**src/rtl/arb_pkg.sv**
```systemverilog
// Shared arbiter definitions: burst FSM state encoding and client-index width helper.
package arb_pkg;

   typedef enum logic [0:0] {
      IDLE  = 1'b0,
      BURST = 1'b1
   } arb_state_e;

   // Smallest index width able to address n clients, never less than one bit.
   function automatic int arb_iw(input int n);
      int w;
      w = 1;
      while ((1 << w) < n) w++;
      return w;
   endfunction

endpackage

```
**src/rtl/arb_skid_buf.sv**
```systemverilog
// Two-entry output skid buffer; entry 0 is always the head presented downstream.
module arb_skid_buf #(
   parameter int W = 8
) (
   input  logic         clk,
   input  logic         rst_n,
   input  logic         init_n,
   input  logic         push_i,
   input  logic [W-1:0] din_i,
   output logic         free_o,
   output logic         valid_o,
   input  logic         ready_i,
   output logic [W-1:0] dout_o
);

   logic [1:0]   cnt_q, cnt_d;
   logic [W-1:0] e0_q, e0_d;
   logic [W-1:0] e1_q, e1_d;
   logic         pop;

   assign pop     = ready_i && (cnt_q != 2'd0);
   assign valid_o = (cnt_q != 2'd0);
   // A full buffer still accepts when the head leaves in the same cycle.
   assign free_o  = (cnt_q != 2'd2) || ready_i;
   assign dout_o  = e0_q;

   always_comb begin
      cnt_d = cnt_q;
      e0_d  = e0_q;
      e1_d  = e1_q;
      case (cnt_q)
         2'd0: begin
            if (push_i) begin
               e0_d  = din_i;
               cnt_d = 2'd1;
            end
         end
         2'd1: begin
            if (push_i && pop) begin
               e0_d = din_i;
            end else if (push_i) begin
               e1_d  = din_i;
               cnt_d = 2'd2;
            end else if (pop) begin
               cnt_d = 2'd0;
            end
         end
         default: begin
            if (pop) begin
               e0_d = e1_q;
               if (push_i) e1_d = din_i;
               else        cnt_d = 2'd1;
            end
         end
      endcase
   end

   always_ff @(posedge clk or negedge rst_n) begin
      if (!rst_n) begin
         cnt_q <= 2'd0;
         e0_q  <= '0;
         e1_q  <= '0;
      end else if (!init_n) begin
         cnt_q <= 2'd0;
         e0_q  <= '0;
         e1_q  <= '0;
      end else begin
         cnt_q <= cnt_d;
         e0_q  <= e0_d;
         e1_q  <= e1_d;
      end
   end

endmodule

```
**src/rtl/arb_grant_mux.sv**
```systemverilog
// Grant-driven burst multiplexer: locks onto one arbiter winner until its last beat.
// Define ARB_GRANT_MUX_TIMEOUT_EN to abort bursts whose owner stalls for TMO cycles.
module arb_grant_mux
   import arb_pkg::*;
#(
   parameter  int N   = 4,
   parameter  int DW  = 32,
   parameter  int TMO = 16,
   localparam int IW  = arb_iw(N)
) (
   input  logic          clk,
   input  logic          rst_n,
   input  logic          init_n,
   input  logic          granted,
   input  logic [N-1:0]  grant,
   input  logic [N-1:0]  cl_valid,
   input  logic [N-1:0]  cl_last,
   input  logic [N*DW-1:0] cl_data,
   output logic [N-1:0]  cl_ready,
   output logic          arb_enable,
   output logic [N-1:0]  arb_mask,
   output logic          out_valid,
   input  logic          out_ready,
   output logic [DW-1:0] out_data,
   output logic [IW-1:0] out_src,
   output logic          out_last,
   output logic          err_onehot,
   output logic          tmo_pulse
);

   localparam int BW = DW + IW + 1;

   if (N < 2 || N > 32 || TMO < 2 || TMO > 255) begin : g_bad_param
      $error("arb_grant_mux: parameter out of range");
   end

   arb_state_e    state_q, state_d;
   logic [IW-1:0] owner_q, owner_d;
   logic [IW-1:0] grant_idx;
   logic          err_q, err_d;
   logic          grant_ok;
   logic          own_valid, own_last;
   logic [DW-1:0] own_data;
   logic          buf_free, xfer, abort;
   logic [BW-1:0] buf_din, buf_dout;

   assign grant_ok = (grant != '0) && ((grant & (grant - N'(1))) == '0);

   always_comb begin
      grant_idx = '0;
      for (int i = 0; i < N; i++) begin
         if (grant[i]) grant_idx = IW'(i);
      end
   end

   always_comb begin
      own_valid = 1'b0;
      own_last  = 1'b0;
      own_data  = '0;
      for (int i = 0; i < N; i++) begin
         if (owner_q == IW'(i)) begin
            own_valid = cl_valid[i];
            own_last  = cl_last[i];
            own_data  = cl_data[i*DW +: DW];
         end
      end
   end

   assign xfer = (state_q == BURST) && own_valid && buf_free;

`ifdef ARB_GRANT_MUX_TIMEOUT_EN
   logic [7:0] tcnt_q, tcnt_d;
   logic       tmo_q;

   // Counts owner idle cycles only; a valid beat held off by a full buffer is not a stall.
   always_comb begin
      tcnt_d = tcnt_q;
      abort  = 1'b0;
      if (state_q != BURST) begin
         tcnt_d = '0;
      end else if (xfer) begin
         tcnt_d = '0;
      end else if (!own_valid) begin
         if (tcnt_q == 8'(TMO - 1)) begin
            abort  = 1'b1;
            tcnt_d = '0;
         end else begin
            tcnt_d = tcnt_q + 8'd1;
         end
      end
   end

   always_ff @(posedge clk or negedge rst_n) begin
      if (!rst_n) begin
         tcnt_q <= '0;
         tmo_q  <= 1'b0;
      end else if (!init_n) begin
         tcnt_q <= '0;
         tmo_q  <= 1'b0;
      end else begin
         tcnt_q <= tcnt_d;
         tmo_q  <= abort;
      end
   end

   assign tmo_pulse = tmo_q;
`else
   assign abort     = 1'b0;
   assign tmo_pulse = 1'b0;
`endif

   always_comb begin
      state_d = state_q;
      owner_d = owner_q;
      err_d   = err_q;
      case (state_q)
         IDLE: begin
            if (granted) begin
               if (grant_ok) begin
                  state_d = BURST;
                  owner_d = grant_idx;
               end else begin
                  err_d = 1'b1;
               end
            end
         end
         default: begin
            if ((xfer && own_last) || abort) state_d = IDLE;
         end
      endcase
   end

   always_ff @(posedge clk or negedge rst_n) begin
      if (!rst_n) begin
         state_q <= IDLE;
         owner_q <= '0;
         err_q   <= 1'b0;
      end else if (!init_n) begin
         state_q <= IDLE;
         owner_q <= '0;
         err_q   <= 1'b0;
      end else begin
         state_q <= state_d;
         owner_q <= owner_d;
         err_q   <= err_d;
      end
   end

   // The arbiter stays disabled for as long as reset is held.
   assign arb_enable = rst_n && (state_q == IDLE);
   assign err_onehot = err_q;

   always_comb begin
      arb_mask = '0;
      cl_ready = '0;
      if (state_q == BURST) begin
         for (int i = 0; i < N; i++) begin
            arb_mask[i] = (owner_q != IW'(i));
            cl_ready[i] = (owner_q == IW'(i)) && buf_free;
         end
      end
   end

   assign buf_din = {own_last, owner_q, own_data};

   arb_skid_buf #(
      .W (BW)
   ) u_buf (
      .clk     (clk),
      .rst_n   (rst_n),
      .init_n  (init_n),
      .push_i  (xfer),
      .din_i   (buf_din),
      .free_o  (buf_free),
      .valid_o (out_valid),
      .ready_i (out_ready),
      .dout_o  (buf_dout)
   );

   assign {out_last, out_src, out_data} = buf_dout;

endmodule

```
**config.mk**
```make
export PLATFORM = sky130hd
export DESIGN_NAME = arb_grant_mux
export DESIGN_NICKNAME = d
export VERILOG_FILES = /design/src/rtl/arb_pkg.sv /design/src/rtl/arb_skid_buf.sv /design/src/rtl/arb_grant_mux.sv
export SDC_FILE = /design/constraint.sdc
export NUM_CORES = 1
export LEC_CHECK = 0
export ABC_AREA = 1
export CAP_MARGIN = 15
export CORE_MARGIN = 2
export CORE_UTILIZATION = 30
export DETAILED_ROUTE_END_ITERATION = 8
export PLACE_DENSITY = 0.7
export RECOVER_POWER = 25
export SYNTH_ARGS = -nofsm -noshare
export SYNTH_HDL_FRONTEND = slang
export SYNTH_SLANG_ARGS = --single-unit
export TNS_END_PERCENT = 30
```
**constraint.sdc**
```tcl
create_clock -name clk -period 2.1 [get_ports clk]
set_clock_uncertainty 0.1 [all_clocks]
set_input_delay 0.21 -clock clk [delete_from_list [all_inputs] [get_ports clk]]
set_output_delay 0.21 -clock clk [all_outputs]
set_load 0.01 [all_outputs]
```
==> Word level (Yosys, flattened, before mapping) <==
Cells that the tools add are included.
{ "totals": {"register_bits": 76, "inputBits": 145, "out_inout_bits": 47, "word_cells": 100} }
{ "op_classes": {"add_sub_neg": 1, "eq_ne": 20, "mux": 48, "n_bitwise": 2, "reduce_logical": 23} }
{ "ops": {"columns": ["cell", "count"], "rows": [
  ["$mux 35", 8],
  ["$pmux 35 s2", 2],
  ["$mux 32", 4],
  ["$mux 2", 13],
  ["$mux 1", 18],
  ["$ne 2x2->1 const B", 6],
  ["$reduce_and 3->1", 4],
  ["$logic_and 1x1->1", 11],
  ["$mux 4", 2],
  ["$ne 2x1->1 const B", 3],
  ["$ne 3x2->1 const B", 2],
  ["$reduce_and 5->1", 1],
  ["$and 4x4->4", 1],
  ["$eq 2x1->1 const B", 2],
  ["$eq 2x2->1 const B", 2],
  ["$logic_not 2->1", 2],
  ["$logic_not 4->1", 1],
  ["$ne 4x1->1 const B", 1],
  ["$ne 4x2->1 const B", 1],
  ["$ne 4x4->1 const B", 1],
  ["$pmux 2 s2", 1],
  ["$reduce_bool 2->1", 2],
  ["$reduce_bool 4->1", 1],
  ["$sub 4x1->4 const B", 1],
  ["4 further kinds", 4]
]} }

==> Logic depth before layout (Yosys ltp) <==
{ "logic_depth": {"ltp_word": 11, "ltp_mapped": 12, "mapped_depth_nobuf": 10} }

==> Cells and area by module <==
From an unflattened synthesis, not the netlist that was laid out.
{ "hier_totals": {"hier_cells": 789, "hier_area_um2": 5023.6} }
{ "by_module_without_submodules": {"columns": ["module", "instances", "cells_per_inst", "area_each_um2", "seq_area_each_um2"], "rows": [
  ["arb_skid_buf", 1, 531, 3814.9, 1801.7],
  ["arb_grant_mux", 1, 258, 1208.7, 100.1]
]} }

==> Worst setup path before layout <==
No wires, ideal clock.
{ "synth_path": {"kind": "reg-to-reg", "start": "reg owner_q[1]", "end": "reg u_buf.e0_q[1], in the netlist u_buf.dout_o[1]", "setup_ps": 117, "arrival_ps": 1400, "required_ps": 1883, "setup_slack_ps": 484, "stages_incl_launch_ff": 12, "n_path_buf": 3, "period_less_slack_ps": 1616, "path_cell_list": "dfrtp_1 -> buf_6 -> nand2_4 -> nor2_1 -> nor2_4 -> nand2_4 -> o21ai_4 -> nand2_4 -> buf_6 -> buf_8 -> nand2_2 -> nand2_1"} }
{ "synth_via": {"elab_chain_len": 10, "elab_cells_between_ends": 22, "classes_between": "eq/ne (5); mux (12); reduce/logical (5)"} }
{ "synth_rtl": {"columns": ["element", "line", "source"], "rows": [
  ["start, declared", "arb_grant_mux.sv:38", "logic [IW-1:0] owner_q, owner_d;"],
  ["start signal, assigned", "arb_grant_mux.sv:144", "owner_q <= owner_d;"],
  ["$logic_not 2->1", "arb_grant_mux.sv:61", "if (owner_q == IW'(i)) begin"],
  ["$mux 1 (4 in series)", "arb_grant_mux.sv:61", null],
  ["$logic_and 1x1->1 (2 in series)", "arb_grant_mux.sv:69", "assign xfer = (state_q == BURST) && own_valid && buf_free;"],
  ["$logic_and 1x1->1", "arb_skid_buf.sv:39", "if (push_i && pop) begin"],
  ["$ne 3x2->1 (no source line)", null, null],
  ["$reduce_and 3->1 (no source line)", null, null],
  ["end signal, assigned", "arb_skid_buf.sv:61", "e0_q <= '0;"],
  ["end signal, assigned", "arb_skid_buf.sv:65", "e0_q <= '0;"],
  ["end signal, assigned", "arb_skid_buf.sv:69", "e0_q <= e0_d;"],
  ["end, declared", "arb_skid_buf.sv:17", "logic [W-1:0] e0_q, e0_d;"]
]} }
Several ways; a longest one is shown, not always the timed one. The select of a mux whose other input is x is not followed.
A chain may end at the register's enable or synchronous reset.

==> Worst setup path in the final report <==
{ "layout_path": {"start": "in out_ready", "end": "out cl_ready[3]"} }
{ "layout_via": {"elab_chain_len": 3} }
{ "layout_rtl": {"columns": ["element", "line", "source"], "rows": [
  ["start, declared", "arb_grant_mux.sv:23", "input logic out_ready,"],
  ["$logic_or 1x1->1", "arb_skid_buf.sv:24", "assign free_o = (cnt_q != 2'd2) || ready_i;"],
  ["$logic_and 1x1->1", "arb_grant_mux.sv:159", "cl_ready[i] = (owner_q == IW'(i)) && buf_free;"],
  ["$mux 4", "arb_grant_mux.sv:156", "if (state_q == BURST) begin"],
  ["end, declared", "arb_grant_mux.sv:19", "output logic [N-1:0] cl_ready,"]
]} }
Every way passes these cells.

==> summary.md <==
| Metric | Value |
|---|---|
| EDFF count, synth | `0` |
| Drt wl/cell | `15.3 µm` |
| Pre-antenna DRT Iters | `5` |
| Final hold violations | `0` |
| Crit Path Class | `input port to output port` |
| Crit path max fanout | `4` |
| Layout cells sized above 1 | `10.7%` |
| TritonCTS Buffers | `9` |
| Pwr per Cell Area | `810 nW/µm²` |
| Startpoint types | `input port` |
| Gpl congestion | `0.865` |
| Count leader, synth | `nand2_1` |
| Initial core utilization | `30.7%` |
| Clock power frac | `26.5%` |
| Top-area cell type share of the netlist area | `42.6%` |
| Arr. time, crit path | `1710 ps` |
| Max Slew Vio Count | `77` |
| Status | `finished, violations left` |
| Net Sw Frac | `32.6%` |
| Min Hold Slack | `340 ps` |
| Buffers on Ports | `190` |
| Seq pwr share | `36.8%` |
| Post-Syn Area | `4470 µm²` |
| Tot Pwr | `5730 µW` |
| Hold WC Path Type | `input port to async pin` |
| FMAX | `0.495 GHz` |
| I/O Pins | `192` |
| Net Count, Synth | `770` |
| Worst EP required | `1790 ps` |
| Die X | `126 µm` |
| Sw Pwr | `1870 µW` |
| Ys Warns | `0` |
| P_int | `3870 µW` |
| IR drop worst, VDD | `0.000415 V` |
| Diodes inserted | `0` |
| Mapped Avg Cell Area | `7.14 µm²` |
| Sequential element share of the synthesized area | `42.6%` |
| GRT Overall Usage | `19.7%` |
| Ys flop type | `dfrtp_1` |
| Largest net degree at the start of global routing | `77` |
| Synth top area cells | `dfrtp_1 43%, nand2_1 17%, o21ai_0 10%` |
| CP endpoint kind | `output port` |
| Failing checks | `max-capacitance violations, max-slew violations` |
| Post-synth cell types | `31` |
| ANT nets after route | `0` |
| Vias in the first global route | `4,838` |
| Die Ht | `126 µm` |
| DR iter-0 viols | `352` |
| Combinational Power Share | `36.7%` |
| Layout area overhead | `58.4%` |
| Core Footprint | `14,500 µm²` |
| Clock sink count | `76` |
| Top post-synthesis cells by count | `205 x nand2_1, 92 x o21ai_0, 76 x dfrtp_1` |
| Hold_buf cts | `0` |
| CTS tree | `yes` |
| Unrepaired setup endpoints after global routing | `yes` |
| Final HPWL DP | `11.8 mm` |
| Clk_lat worst skew | `330 ps` |
| Nets | `968` |
| Via-to-Cell Ratio | `4.79` |
| Initial antenna violation count | `0` |
| Synth Instances | `625` |
| Routed vias | `4,852` |
| Row count | `44` |
| Slew @ Worst Pin | `1700 ps` |
| #FFs+latches synth | `76` |
| Clock Root Buffer | `clkbuf_16` |
| Area of the die | `15,900 µm²` |
| H-tree depth | `3` |
| LEAKAGE | `0.00327 µW` |
| Clock buffer depth | `2` |
| Clock-pin slew on the worst setup and hold paths | `60 ps` |
| Min Tclk post-route | `2020 ps` |
| Final Cycle Share | `96.2%` |
| Relative slew margins | `-13.5%` |
| Drt drc | `0` |
| Asr flop ratio synth | `100%` |
| Grt ovf | `0` |
| Max-cap viol count | `1` |
| Routed WL | `15.4 mm` |
| Global-route wire length before repair | `25.1 mm` |
| Synth area leader | `dfrtp_1` |
| Final setup vio count | `0` |
## critical path, stage by stage
cell	delay [ps]
clkdlybuf4s50_1	430
inv_1	80
nand2_1	60
or2_2	290
nand2_2	110
nor2_1	50
clkdlybuf4s50_1	480
## power by group through the flow
stage               combinational, µW  sequential, µW  clock (µW)
floorplan                         891            2180           0
global placement                 2050            2120           0
detailed placement               2070            2130           0
CTS                              2090            2110        1550
global route                     2330            2160        1610
finish                           2100            2110        1520
## state kept, by name (all words and copies together), names as in the netlist
signal,flops
u_buf.cnt_q,2
state_q,1
owner_q,2
u_buf.dout_o,35
u_buf.e1_q,35
err_onehot,1
## layout make-up
type	instances	area (µm²)
inverter	28	114
timing repair inverter	1	7.51
multi-input combinational	478	2250
sequential	76	1900
timing repair buffer	229	2270
fill	1474	7460
clock buffer	10	229
tap	184	230
clock inverter	6	65.1
## metrics by stage
stage / util, % / instance area [µm²] / setup WS, ps / TNS (ps) / std cells
global placement: 46.0 / 6680 / -25.8 / -25.8 / 989
detailed placement: 46.0 / 6680 / -45.4 / -45.4 / 989
global route: 48.7 / 7070 / -47.8 / -70.8 / 1012
floorplan: - / 4470 / 484 / 0 / 625
CTS: 48.4 / 7030 / -39.8 / -72.8 / 1011
finish: 48.7 / 7070 / 80.4 / 0 / 1012
## cells by family after synthesis
family | synth area share (%)
AOI/OAI and AO/OA | 21.8
other | 0.0840
buffers and inverters | 7.65
and+or+nand+nor | 27.9
DFF | 42.6
## worst paths after layout
path	start	endpoint	slack, ps	cells after the start
max	out_ready	cl_ready[3]	80	7
max reg2reg	owner_q[0]	u_buf.dout_o[10]	90	10
min in group clk	u_buf.dout_o[23]	u_buf.dout_o[23]	380	2
max in group asynchronous	rst_n	owner_q[1]	400	2
min	rst_n	u_buf.e1_q[25]	340	2
min reg2reg	u_buf.dout_o[23]	u_buf.dout_o[23]	380	2
## per-layer routing
metal | wire length [µm] | global-route usage (%)
met5 | 0 | 0
met2 | 7310 | 31.3
met4 | 323 | 6.72
met1 | 7100 | 27.1
met3 | 719 | 3.48
## layout by cell type, fill, tap and decap left out, types with 2 or more instances in the layout
| cell | netlist | layout |
|---|---|---|
| buf_4 | 3 | 31 |
| o211ai_1 | 21 | 21 |
| nand2_8 | 0 | 2 |
| a21oi_1 | 14 | 14 |
| o22ai_1 | 3 | 3 |
| nand3_1 | 22 | 22 |
| dfrtp_1 | 76 | 74 |
| clkinv_4 | 0 | 2 |
| nand4_1 | 2 | 2 |
| or2_2 | 2 | 2 |
| nand2_2 | 12 | 13 |
| o21ai_1 | 48 | 48 |
| clkinvlp_4 | 0 | 3 |
| clkbuf_16 | 0 | 9 |
| clkdlybuf4s50_1 | 0 | 182 |
| nand2_1 | 205 | 204 |
| inv_4 | 1 | 2 |
| inv_1 | 26 | 24 |
| clkinv_2 | 0 | 2 |
| o21ai_0 | 92 | 92 |
| nor3_1 | 2 | 2 |
| nand2_4 | 4 | 2 |
| dfrtp_2 | 0 | 2 |
| dlymetal6s2s_1 | 0 | 4 |
| nor2_4 | 2 | 3 |
| buf_12 | 0 | 6 |
| nor2_1 | 43 | 42 |
| dlygate4sd2_1 | 0 | 3 |
## what timing repair did
item / 4_1_cts / 5_1_grt
setup endpoints to repair: 7 / 18
cloned: 0 / 1
pin swaps: 1 / 0
buffers inserted: 6 / 0
gates resized for setup: 9 / 10
Note: power is estimated with default switching activity, not from simulation.
